==> config.mk <==
export PLATFORM = sky130hd
export DESIGN_NAME = score_mult_scheduler
export DESIGN_NICKNAME = d
export VERILOG_FILES = /design/src/rtl/score_mult_scheduler.sv
export SDC_FILE = /design/constraint.sdc
export NUM_CORES = 1
export LEC_CHECK = 0
export BUFFER_PORTS_ARGS = -buffer_cell sky130_fd_sc_hd__buf_2
export CAP_MARGIN = 20
export CORE_MARGIN = 1
export CORE_UTILIZATION = 30
export DETAILED_ROUTE_END_ITERATION = 8
export SLEW_MARGIN = 20
export SYNTH_ARGS = -nofsm -noshare
export SYNTH_HDL_FRONTEND = slang
export SYNTH_SLANG_ARGS = --single-unit
==> constraint.sdc <==
create_clock -name clk -period 3.8 [get_ports clk]
set_clock_uncertainty 0.15 [all_clocks]
set_input_delay 0.95 -clock clk [delete_from_list [all_inputs] [get_ports clk]]
set_output_delay 0.95 -clock clk [all_outputs]
set_load 0.02 [all_outputs]
==> src/rtl/score_mult_scheduler.sv <==
// Shared shift-add multiplier for end-of-game scoring. Two requesters (time, discovered pairs)
// are served round-robin. Each product is operand*COEF and lands in that requester's own register.
module score_mult_scheduler #(
  parameter int unsigned OP_WIDTH   = 6,
  parameter int unsigned COEF       = 100,
  parameter int unsigned COEF_WIDTH = 7,
  parameter int unsigned RES_WIDTH  = 13
) (
  input  logic                 clk,
  input  logic                 rst_n,
  input  logic                 flush,
  input  logic                 req_time,
  input  logic [OP_WIDTH-1:0]  op_time,
  input  logic                 req_pairs,
  input  logic [OP_WIDTH-1:0]  op_pairs,
  output logic                 gnt_time,
  output logic                 gnt_pairs,
  output logic                 done_time,
  output logic                 done_pairs,
  output logic [RES_WIDTH-1:0] mult_time_result,
  output logic [RES_WIDTH-1:0] mult_discovered_pairs_result,
  output logic                 busy
);

  localparam int unsigned CntW = (OP_WIDTH > 1) ? $clog2(OP_WIDTH) : 1;
  localparam logic [RES_WIDTH-1:0] CoefExt = RES_WIDTH'(COEF_WIDTH'(COEF));
  localparam logic [CntW-1:0] LastBit = CntW'(OP_WIDTH - 1);

  typedef enum logic [1:0] {StIdle, StMul, StDone} state_e;

  state_e               r_state, w_state_next;
  logic [RES_WIDTH-1:0] r_acc, w_acc_next;
  logic [CntW-1:0]      r_cnt, w_cnt_next;
  logic [OP_WIDTH-1:0]  r_op, w_op_next;
  logic                 r_owner, w_owner_next;  // 0: time path, 1: pairs path
  logic                 r_ptr, w_ptr_next;      // favoured path on a tie
  logic                 r_gnt_time, w_gnt_time_next;
  logic                 r_gnt_pairs, w_gnt_pairs_next;
  logic                 r_done_time, w_done_time_next;
  logic                 r_done_pairs, w_done_pairs_next;
  logic [RES_WIDTH-1:0] r_res_time, w_res_time_next;
  logic [RES_WIDTH-1:0] r_res_pairs, w_res_pairs_next;
  logic                 w_pick_pairs;
  logic [RES_WIDTH-1:0] w_sum;

  assign w_pick_pairs = req_pairs & (~req_time | r_ptr);
  assign w_sum        = r_acc + (r_op[r_cnt] ? (CoefExt << r_cnt) : '0);

  always_comb begin
    w_state_next      = r_state;
    w_acc_next        = r_acc;
    w_cnt_next        = r_cnt;
    w_op_next         = r_op;
    w_owner_next      = r_owner;
    w_ptr_next        = r_ptr;
    w_gnt_time_next   = 1'b0;
    w_gnt_pairs_next  = 1'b0;
    w_done_time_next  = 1'b0;
    w_done_pairs_next = 1'b0;
    w_res_time_next   = r_res_time;
    w_res_pairs_next  = r_res_pairs;
    if (flush) begin
      w_state_next     = StIdle;
      w_acc_next       = '0;
      w_cnt_next       = '0;
      w_ptr_next       = 1'b0;
      w_res_time_next  = '0;
      w_res_pairs_next = '0;
    end else begin
      unique case (r_state)
        StIdle: begin
          if (req_time || req_pairs) begin
            w_op_next        = w_pick_pairs ? op_pairs : op_time;
            w_acc_next       = '0;
            w_cnt_next       = '0;
            w_owner_next     = w_pick_pairs;
            w_gnt_time_next  = ~w_pick_pairs;
            w_gnt_pairs_next = w_pick_pairs;
            w_state_next     = StMul;
          end
        end
        StMul: begin
          w_acc_next = w_sum;
          if (r_cnt == LastBit) begin
            // Result and done are registered here so both are visible in the DONE cycle.
            if (r_owner) begin
              w_res_pairs_next  = w_sum;
              w_done_pairs_next = 1'b1;
            end else begin
              w_res_time_next  = w_sum;
              w_done_time_next = 1'b1;
            end
            w_state_next = StDone;
          end else begin
            w_cnt_next = r_cnt + CntW'(1);
          end
        end
        StDone: begin
          w_ptr_next   = ~r_owner;
          w_state_next = StIdle;
        end
        default: w_state_next = StIdle;
      endcase
    end
  end

  always_ff @(posedge clk or negedge rst_n) begin
    if (!rst_n) begin
      r_state      <= StIdle;
      r_acc        <= '0;
      r_cnt        <= '0;
      r_op         <= '0;
      r_owner      <= 1'b0;
      r_ptr        <= 1'b0;
      r_gnt_time   <= 1'b0;
      r_gnt_pairs  <= 1'b0;
      r_done_time  <= 1'b0;
      r_done_pairs <= 1'b0;
      r_res_time   <= '0;
      r_res_pairs  <= '0;
    end else begin
      r_state      <= w_state_next;
      r_acc        <= w_acc_next;
      r_cnt        <= w_cnt_next;
      r_op         <= w_op_next;
      r_owner      <= w_owner_next;
      r_ptr        <= w_ptr_next;
      r_gnt_time   <= w_gnt_time_next;
      r_gnt_pairs  <= w_gnt_pairs_next;
      r_done_time  <= w_done_time_next;
      r_done_pairs <= w_done_pairs_next;
      r_res_time   <= w_res_time_next;
      r_res_pairs  <= w_res_pairs_next;
    end
  end

  assign gnt_time                     = r_gnt_time;
  assign gnt_pairs                    = r_gnt_pairs;
  assign done_time                    = r_done_time;
  assign done_pairs                   = r_done_pairs;
  assign mult_time_result             = r_res_time;
  assign mult_discovered_pairs_result = r_res_pairs;
  assign busy                         = (r_state != StIdle);

endmodule

# ---- After elaboration in Yosys (flattened, before gate mapping)
# Index checks and enable logic that the tools add are counted.
dict set report totals {
  regBits 56
  latchBits 0
  ram_bits 0
  mem_bits_ro 0
  input_bits 17
  out_inout_bits 31
  elab_cells 82
  n_memories 0
}
dict set report classes {
  n_addsub 2
  n_mul 0
  div_mod_pow 0
  n_lt_le_gt_ge 1
  n_eq_ne 7
  shifts 1
  mux 39
  bitwise 6
  n_reduce_logical 14
}
# operator n
set op_table {}
lappend op_table {{two-way mux 13 bit} 11}
lappend op_table {{case mux 13 bit (2 select lines)} 1}
lappend op_table {{two-way mux 1 bit} 17}
lappend op_table {{adder 13 bit} 1}
lappend op_table {{left shift 7 x 3 -> 13 bit, first input constant} 1}
lappend op_table {{AND reduction 3 bit} 4}
lappend op_table {{nonzero test 2 bit} 5}
lappend op_table {{two-way mux 3 bit} 3}
lappend op_table {{inequality test 3 bit, second input constant} 3}
lappend op_table {{two-way mux 2 bit} 3}
lappend op_table {{two-way mux 6 bit} 1}
lappend op_table {{case mux 3 bit (2 select lines)} 1}
lappend op_table {{less-than comparator 3 x 4 -> 1 bit, second input constant} 1}
lappend op_table {{NOT 1 bit} 4}
lappend op_table {{case mux 2 bit (2 select lines)} 1}
lappend op_table {{AND reduction 2 bit} 2}
lappend op_table {{adder 3 x 1 -> 3 bit, second input constant} 1}
lappend op_table {{binary-select mux 1 bit (select 3 bit)} 1}
lappend op_table {{equality test 3 bit, second input constant} 1}
lappend op_table {{nonzero test 3 bit} 1}
lappend op_table {{equality test 2 x 1 -> 1 bit, second input constant} 1}
lappend op_table {{equality test 2 bit, second input constant} 1}
lappend op_table {{logical NOT 2 bit} 1}
lappend op_table {{inequality test 2 bit, second input constant} 1}
lappend op_table {{other kinds (3)} 3}

# ---- Logic depth before layout (Yosys ltp)
# Gate-level depths: netlist of the first run.
dict set report depth {
  depth_word 8
  mapped_depth 12
  mapped_depth_nobuf 10
}

# ---- Worst setup path after synthesis of the first run
# Ideal clock, no wire load.
dict set report synth_timing {
  path_kind {flip-flop to flip-flop}
  from {register r_cnt[0]}
  to {register r_res_pairs[12] (netlist: mult_discovered_pairs_result[12])}
  setup_ns 0.070
  arrival_ns 3.224
  path_slack_ns 0.357
  path_stages_with_launch 12
  path_buffers 1
  path_cell_list {dfrtp_1 -> clkbuf_1 -> mux4_2 -> nor2b_1 -> and2_1 -> ha_1 -> fa_1 -> a21o_1 -> a221oi_2 -> nor3_2 -> or4_1 -> nand3_1}
}
dict set report synth_via {
  elab_chain_len 8
  word_cells_on_any_way 12
  cone_classes {add/sub: 1; eq/ne: 1; shift: 1; mux: 7; reduce/logical: 2}
}
# element line
set synth_rtl {}
lappend synth_rtl {{start, declared} 33} ;# logic [CntW-1:0] r_cnt, w_cnt_next;
lappend synth_rtl {{start signal, assigned} 124} ;# r_cnt <= w_cnt_next;
lappend synth_rtl {{binary-select mux 1 bit (select 3 bit)} 47} ;# assign w_sum = r_acc + (r_op[r_cnt] ? (CoefExt << r_cnt) : '0);
lappend synth_rtl {{two-way mux 1 bit (implied by the code)} 47}
lappend synth_rtl {{two-way mux 13 bit} 47}
lappend synth_rtl {{adder 13 bit} 47}
lappend synth_rtl {{two-way mux 13 bit} 86} ;# if (r_owner) begin
lappend synth_rtl {{two-way mux 13 bit} 84} ;# if (r_cnt == LastBit) begin
lappend synth_rtl {{two-way mux 13 bit} 70} ;# unique case (r_state)
lappend synth_rtl {{two-way mux 13 bit} 62} ;# if (flush) begin
lappend synth_rtl {{end signal, assigned} 133} ;# r_res_pairs <= w_res_pairs_next;
lappend synth_rtl {{end, declared} 42} ;# logic [RES_WIDTH-1:0] r_res_pairs, w_res_pairs_next;
# Several ways; a longest one is shown, not always the timed one. The select of a mux whose other input is x is not followed.
# A chain may end at the register's enable or synchronous reset.

# ---- Final worst setup path of the first run
# Same ends and word-level chain as after synthesis.

==> impl_metrics.ini, run 1 <==
[outcome]
outcome = completed

[drt]
routed_wl_um = 6420
wl_per_cell_um = 14.8
viasPerCell = 5.25
drt_iter0_drc = 118
vias = 2279
ant_nets = 0
drt-pass1-iter-count = 5
drcViolationCount = 0

[power]
power_frac_comb = 0.181
power_switching_mw = 0.344
p_int_mw = 0.795
power_mw = 1.14
pwr-share-clk = 0.289
p_per_area_nw_per_um2 = 362
p_leak_nw = 1.54
switching_share = 0.302
irDropWorstVdd_mv = 0.173
p_seq_frac = 0.529

[cells_and_area]
final-instance-count-excl-fill = 434
layout_commonest_cell = dfrtp_1
layout_common_cells = dfrtp_1 (52), buf_2 (47), nand2_1 (42), a21oi_1 (22), o21ai_0 (19)
nets = 357
drive_above_1_share = 0.199
antennaDiodeCount = 0
syn_to_final_growth_pct = 15.1

[synthesis]
ys_seq_area_frac = 0.476
async_reset_ff_frac = 1.00
synthTopCellsByArea = dfrtp_1 (48%), ha_1 (6.4%), nand2_1 (5.8%)
syn_inst = 284
syn_avg_cell_area_um2 = 9.63
synth_mux_area_frac = 0.0197
synth_edf_count = 0
ys_ff_latch = 52
synth-main-ff-cell = dfrtp_1
synth_top_family_by_area = compound AO/OA/AOI/OAI gates
yosys.area_share.xor_xnor = 0.0160
syn_nets = 316
synthesis.area_um2 = 2730
yosysWarnings = 0
synthAdderAreaFrac = 0.0714
synth_top_area_cell = dfrtp_1
synth_top_area_frac = 0.476
synthSimpleGateAreaFrac = 0.167
synth_compound_area_frac = 0.205
ys_types = 46

[critical_path]
timing.rr.start = r_cnt[0]
r2r-end = mult_discovered_pairs_result[12]
reg2regPathDepth = 10
crit_type = reg -> reg
crit_path_start_kind = register
reg2reg_slack_ns = 0.30
path_max_fanout = 6
cp-end-kind = register
worstPathArrival_ns = 3.61
worstPathRequired_ns = 3.90

[worst_hold_path]
hold-path-cell-count = 2
min_from = r_acc[4]
min_path_type = reg -> reg
min_to = r_acc[4]

[place]
dp_cells = 426
io_buffers = 47
gp_congestion = 0.825
hpwl_um = 4580

[job]
drv_cap = 0

[sta]
slew_headroom = 0.433
rsz0062_at_grt = no
period_share = 0.922
worstMarginPinSlew_ns = 0.848
timing.fmax_mhz = 285
fin_crit_ns = 3.50
setup_viol = 0
slew_violations = 0
fin_setup_tns_ns = 0
hold_viol = 0

[global_route]
grt_pass1_wl_um = 11000
grt_max_degree = 34
grt.overflow.total = 0
antenna_found_initial = 0
first_global_vias = 2215
grtUsageTotal = 0.144

[cts]
cts_tree = yes
clock_sinks = 52
hold_buffers = 0
clk_pin_slew_worst_paths_ns = 0.10
root_buffer = clkbuf_8
cts_buffer_depth = 2
clk_latency_ns = 0.32
numCtsBuffers = 5
cts_resized = 0
ctsHtreeMaxLevel = 2
cts_setup_buffers = 0

[floorplan]
die_height_um = 97.5
io_pins = 48
core-area_um2 = 8760
die_area_um2 = 9500
initial_core_util = 0.312
die_x_um = 97.5
rows = 34
[Yosys cell counts, types with 2 or more instances]
master	count
clkbuf_1	11
dfrtp_1	52
a32oi_1	3
o31ai_1	4
ha_1	14
mux2i_1	2
nor3_2	2
and2_1	5
xnor2_1	4
a31oi_1	5
nor2_1	14
inv_1	14
buf_4	2
o211ai_1	2
nor2b_1	3
a21oi_1	22
nand2_1	42
o21ai_0	19
a211oi_1	5
or4_1	3
buf_1	2
nand2b_1	2
a222oi_1	6
nand3_1	4
a22o_1	6
nor3_1	7
a21o_1	4
and3_1	6
a32o_1	2
[area by class of cell]
class / instances / area, um2
Clock buffer: 5 / 68.8
Clock inverter: 3 / 21.3
Fill cell: 920 / 5620
Inverter: 14 / 52.6
Multi-Input combinational cell: 202 / 1310
Sequential cell: 52 / 1300
Tap cell: 108 / 135
Timing Repair Buffer: 50 / 258
[critical path: stages (launching register included)]
cell      delay [ns]
dfrtp_1         0.38
mux4_2          0.50
nor2b_1         0.19
and2_1          0.18
ha_1            0.20
fa_1            0.41
a21o_1          0.23
a221oi_2        0.45
nor3_2          0.15
or4_1           0.52
nand3_1         0.08
[routing by layer]
layer / global-route usage / wire [um] / part of all wire / up-vias
met4: 0.0441 / 74 / 0.012 / 0
met3: 0.0288 / 300 / 0.047 / 8
met2: 0.223 / 2800 / 0.44 / 70
li1: - / - / - / 1105
met1: 0.203 / 3250 / 0.51 / 1096
met5: 0 / 0 / 0 / -
[power by group through the flow]
stage	Combinational [mW]	Sequential (mW)	Clock (mW)
2_1_floorplan	0.142	0.608	0
3_3_place_gp	0.204	0.612	0
3_5_place_dp	0.206	0.613	0
4_1_cts	0.207	0.603	0.347
5_1_grt	0.231	0.607	0.367
6_report	0.207	0.602	0.329
[flip-flops by register name, indices dropped and copies added, names as in the netlist]
signal / cells
done_pairs: 1
r_ptr: 1
r_op: 6
gnt_pairs: 1
mult_time_result: 12
r_owner: 1
mult_discovered_pairs_result: 12
r_cnt: 3
r_state: 2
done_time: 1
gnt_time: 1
r_acc: 11
[kinds of logic after synthesis]
family,Yosys count
adders and majority gates,15
AOI/OAI and AO/OA,84
muxes,4
xor gates and xnor gates,5
buffers and inverters,30
and+or+nand+nor,94
DFF,52
[metrics by stage]
stage | hold slack (ns) | area [um2] | setup slack (ns) | utilization
CTS | 0.368 | 3150 | 0.289 | 0.359
global route | 0.381 | 3150 | 0.128 | 0.359
floorplan | 0.305 | 2730 | 0.357 | -
global placement | 0.325 | 3060 | 0.400 | 0.349
detailed placement | 0.340 | 3060 | 0.324 | 0.349
finish | 0.361 | 3150 | 0.297 | 0.359
[how the worst max path moves through the flow]
| stage | from | endpoint | slack, ns | cells after the start |
|---|---|---|---|---|
| floorplan | r_cnt[0] | mult_discovered_pairs_result[12] | 0.36 | 11 |
| detailed placement | r_cnt[0] | mult_time_result[10] | 0.32 | 10 |
| global placement | r_cnt[0] | mult_discovered_pairs_result[12] | 0.40 | 10 |
| global route | r_cnt[0] | mult_discovered_pairs_result[10] | 0.13 | 10 |
| finish | r_cnt[0] | mult_discovered_pairs_result[12] | 0.30 | 10 |
| CTS | r_cnt[0] | mult_discovered_pairs_result[12] | 0.29 | 10 |
Power figures use the tool's default switching activity.
==> inputs of run 2 (changes only) <==
--- a/config.mk
+++ b/config.mk
@@ -7,9 +7,11 @@
 export LEC_CHECK = 0
 export BUFFER_PORTS_ARGS = -buffer_cell sky130_fd_sc_hd__buf_2
 export CAP_MARGIN = 20
+export CORE_ASPECT_RATIO = 1.2
 export CORE_MARGIN = 1
 export CORE_UTILIZATION = 30
 export DETAILED_ROUTE_END_ITERATION = 8
+export RECOVER_POWER = 50
 export SLEW_MARGIN = 20
 export SYNTH_ARGS = -nofsm -noshare
 export SYNTH_HDL_FRONTEND = slang
==> impl_metrics.ini, run 2 (synthesized netlist as in run 1, its figures left out) <==
[cells_and_area]
nets = 357
layout_common_cells = dfrtp_1 (52), nand2_1 (42), buf_2 (32), a21oi_1 (22), o21ai_0 (19)
drive_above_1_share = 0.144
layout_commonest_cell = dfrtp_1
syn_to_final_growth_pct = 15.6
antennaDiodeCount = 0
design_area_um2 = 3160

[global_route]
antenna_found_initial = 0
grt_pass1_wl_um = 10800
grt_max_degree = 28
grt.overflow.total = 0
grtUsageTotal = 0.145
first_global_vias = 2199

[cts]
clock_sinks = 52
cts_tree = yes
hold_buffers = 0
cts_buffer_depth = 2
clk_pin_slew_worst_paths_ns = 0.09
clk_latency_ns = 0.31
cts_resized = 0
ctsHtreeMaxLevel = 2
root_buffer = clkbuf_8
cts_setup_buffers = 0
numCtsBuffers = 5

[place]
gp_congestion = 0.878
place_area_um2 = 3070
post-place-ws_ns = 0.401
io_buffers = 47
hpwl_um = 4680

[sta]
slew_headroom = 0.197
fin_crit_ns = 3.43
worstMarginPinSlew_ns = 1.20
period_share = 0.902
timing.fmax_mhz = 292
rsz0062_at_grt = no
setup_ws_ns = 0.372
hold_viol = 0
setup_viol = 0
fin_setup_tns_ns = 0
slew_violations = 0

[floorplan]
initial_core_util = 0.314
die_height_um = 107
core-area_um2 = 8700
io_pins = 48
die_area_um2 = 9500
rows = 37
die_x_um = 89.1

[critical_path]
path_max_fanout = 6
reg2reg_slack_ns = 0.37
worstPathArrival_ns = 3.52
slowest_stage = or4_1
crit_family = simple AND/OR/NAND/NOR gates
path_buf_inv = 0
crit_path_start_kind = register
worstPathRequired_ns = 3.89
crit_path_max_incr_delay_ns = 0.52
crit_type = reg -> reg
cp-end-kind = register
worstPathCellList = mux4_2 -> nor2b_1 -> and2_1 -> ha_1 -> fa_1 -> a21o_1 -> a221oi_2 -> nor3_2 -> or4_1 -> nand3_1

[drt]
viasPerCell = 5.00
drt_iter0_drc = 116
wl_per_cell_um = 14.3
routed_wl_um = 6320
drcViolationCount = 0
ant_nets = 0
vias = 2215
drt-pass1-iter-count = 4

[worst_hold_path]
min_path_type = reg -> reg

[outcome]
outcome = completed

[power]
irDropWorstVdd_mv = 0.183
p_leak_nw = 1.48
p_per_area_nw_per_um2 = 383

[job]
drv_cap = 0
[run 2: power by group]
| part | switching (mW) | internal (mW) | leakage [nW] |
|---|---|---|---|
| clock | 0.191 | 0.216 | 0.0614 |
| sequential | 0.0211 | 0.581 | 0.711 |
| combinational | 0.122 | 0.0806 | 0.712 |
| total | 0.334 | 0.877 | 1.48 |
[run 2: final cells by class]
type                    instances  area (um2)
fillers                       927        5540
multi-input cells             202        1310
flip-flops and latches         52        1300
repair buffers                 50         231
well taps                     117         146
clock buffers                   6        82.6
inverters                      14        52.6
clock inverters                 2        38.8
[run 2: stage by stage]
step                      instances  hold WS (ns)  utilization  power (mW)
after floorplan                 284         0.305            -       0.751
after global placement          435         0.320        0.353       0.817
after detailed placement        435         0.336        0.353       0.820
after CTS                       443         0.360        0.367        1.23
after global routing            443         0.388        0.363        1.27
final                           443         0.360        0.363        1.21
[run 2: final timing paths]
path                            startpoint                               end  cells after the start
worst max-delay path               r_op[3]  mult_discovered_pairs_result[12]                     10
worst min-delay path              r_acc[9]                          r_acc[9]                      2
worst max register to register     r_op[3]  mult_discovered_pairs_result[12]                     10
worst min register to register    r_acc[9]                          r_acc[9]                      2
max in group asynchronous            rst_n                          r_acc[7]                      2
min in group asynchronous            rst_n              mult_time_result[11]                      1
[run 2: worst min-delay path, cell delays in order (launching register included)]
cell and delay (ns):
dfrtp_1 0.37, nand2_1 0.05, o21ai_0 0.06
[run 2: metal layers]
metal,part of all wire,global-route usage,up-vias
met5,0,0,-
met4,0.016,0.0488,0
li1,-,-,1110
met3,0.044,0.0208,9
met1,0.49,0.198,1035
met2,0.45,0.234,61
==> inputs of run 3 (changes only) <==
==> constraint.sdc (replaced) <==
create_clock -name clk -period 3.8 [get_ports clk]
set_clock_uncertainty 0.15 [all_clocks]
set_input_delay 0.57 -clock clk [delete_from_list [all_inputs] [get_ports clk]]
set_output_delay 0.57 -clock clk [all_outputs]
set_load 0.02 [all_outputs]
==> impl_metrics.ini, run 3 (synthesized netlist as in run 1, its figures left out) <==
[outcome]
outcome = finished, violations left
violations = capacitance limit, slew limit

[critical_path]
crit_type = reg -> reg
crit_path_start_kind = register
path_max_fanout = 6
worstPathRequired_ns = 3.90
cp-end-kind = register
worstPathArrival_ns = 3.54

[global_route]
first_global_vias = 2165
grt.overflow.total = 0
grt_pass1_wl_um = 10600
grt_max_degree = 37
grtUsageTotal = 0.143
antenna_found_initial = 0

[cells_and_area]
final-instance-count-excl-fill = 442
drive_above_1_share = 0.148
fillers = 919
design_area_um2 = 3160
regArea_um2 = 1300
syn_to_final_growth_pct = 15.6
multi_input_area_um2 = 1310
antennaDiodeCount = 0
nets = 356
layout_common_cells = dfrtp_1 (52), nand2_1 (42), buf_2 (32), a21oi_1 (22), o21ai_0 (19)
layout_commonest_cell = dfrtp_1

[drt]
drt_iter0_drc = 100
met1_length_um = 2930
viasPerCell = 5.04
wl_met2_um = 2900
highest_layer = met4
wl_per_cell_um = 14.1
drt-pass1-iter-count = 4
routed_wl_um = 6230
ant_nets = 0
drcViolationCount = 0
route.met3.wl_um = 338
vias = 2228

[floorplan]
core-area_um2 = 8700
initial_core_util = 0.314
rows = 37
die_area_um2 = 9500
die_x_um = 89.1
die_height_um = 107
io_pins = 48

[cts]
ctsHtreeMaxLevel = 2
cts_tree = yes
clock_sinks = 52
clk_latency_ns = 0.30
root_buffer = clkbuf_8
numCtsBuffers = 5
cts_buffer_depth = 2
hold_buffers = 0
cts_setup_buffers = 0
clk_pin_slew_worst_paths_ns = 0.10
cts_resized = 0

[place]
place_area_um2 = 3060
post-place-ws_ns = 0.389
dp_cells = 434
hpwl_um = 4550
io_buffers = 47
gp_congestion = 0.904

[sta]
slew_headroom = -0.280
rsz0062_at_grt = no
period_share = 0.907
worstMarginPinSlew_ns = 1.92
slew_violations = 37
setup_ws_ns = 0.353
fin_setup_tns_ns = 0
fin_crit_ns = 3.45
fin_hold_ws_ns = 0.315
hold_viol = 0
setup_viol = 0
timing.fmax_mhz = 290

[power]
p_leak_nw = 1.48
p_per_area_nw_per_um2 = 384
irDropWorstVdd_mv = 0.167

[job]
drv_cap = 1

[worst_hold_path]
min_path_type = in -> reg
## run 3: cell count changes in the layout (fill, tap and decap cells not counted), sizes merged
cell,before,now
clkbuf,23,22
## run 3: final timing paths
kind	slack (ns)	cells after the start	endpoint	startpoint
min in group asynchronous	0.64	1	mult_time_result[5]	rst_n
hold reg to reg	0.36	2	r_acc[7]	r_acc[7]
hold / removal	0.32	3	r_op[5]	op_pairs[5]
setup / recovery	0.35	10	mult_discovered_pairs_result[12]	r_op[3]
max in group asynchronous	1.20	2	r_acc[7]	rst_n
setup reg to reg	0.35	10	mult_discovered_pairs_result[12]	r_op[3]
## run 3: area by class of cell
class / instances / area share
multi-input cells: 202 / 0.415
clock inverters: 2 / 0.0123
clock buffers: 6 / 0.0261
repair buffers: 49 / 0.0721
inverters: 14 / 0.0166
well taps: 117 / 0.0463
flip-flops and latches: 52 / 0.412
## run 3: worst max-delay path, stage by stage, from the launching register on
cell	delay, ns
dfrtp_1	0.41
mux4_2	0.46
nor2b_1	0.19
and2_1	0.18
ha_1	0.20
fa_1	0.41
a21o_1	0.22
a221oi_2	0.42
nor3_2	0.15
or4_1	0.52
nand3_1	0.08
## run 3: where the power goes
group          switching (mW)  internal [mW]
Combinational           0.121         0.0806
Clock                   0.192          0.216
Sequential             0.0222          0.581
## run 3: metrics by stage
| step | power (mW) | util |
|---|---|---|
| 2_1_floorplan | 0.751 | - |
| 3_3_place_gp | 0.815 | 0.352 |
| 3_5_place_dp | 0.819 | 0.352 |
| 4_1_cts | 1.23 | 0.366 |
| 5_1_grt | 1.27 | 0.363 |
| 6_report | 1.21 | 0.363 |
## run 3: layer usage
metal  global-route usage  up-vias
met2                0.237       64
met4               0.0340        0
met5                    0        -
met1                0.190     1049
met3               0.0285        5
li1                     -     1110
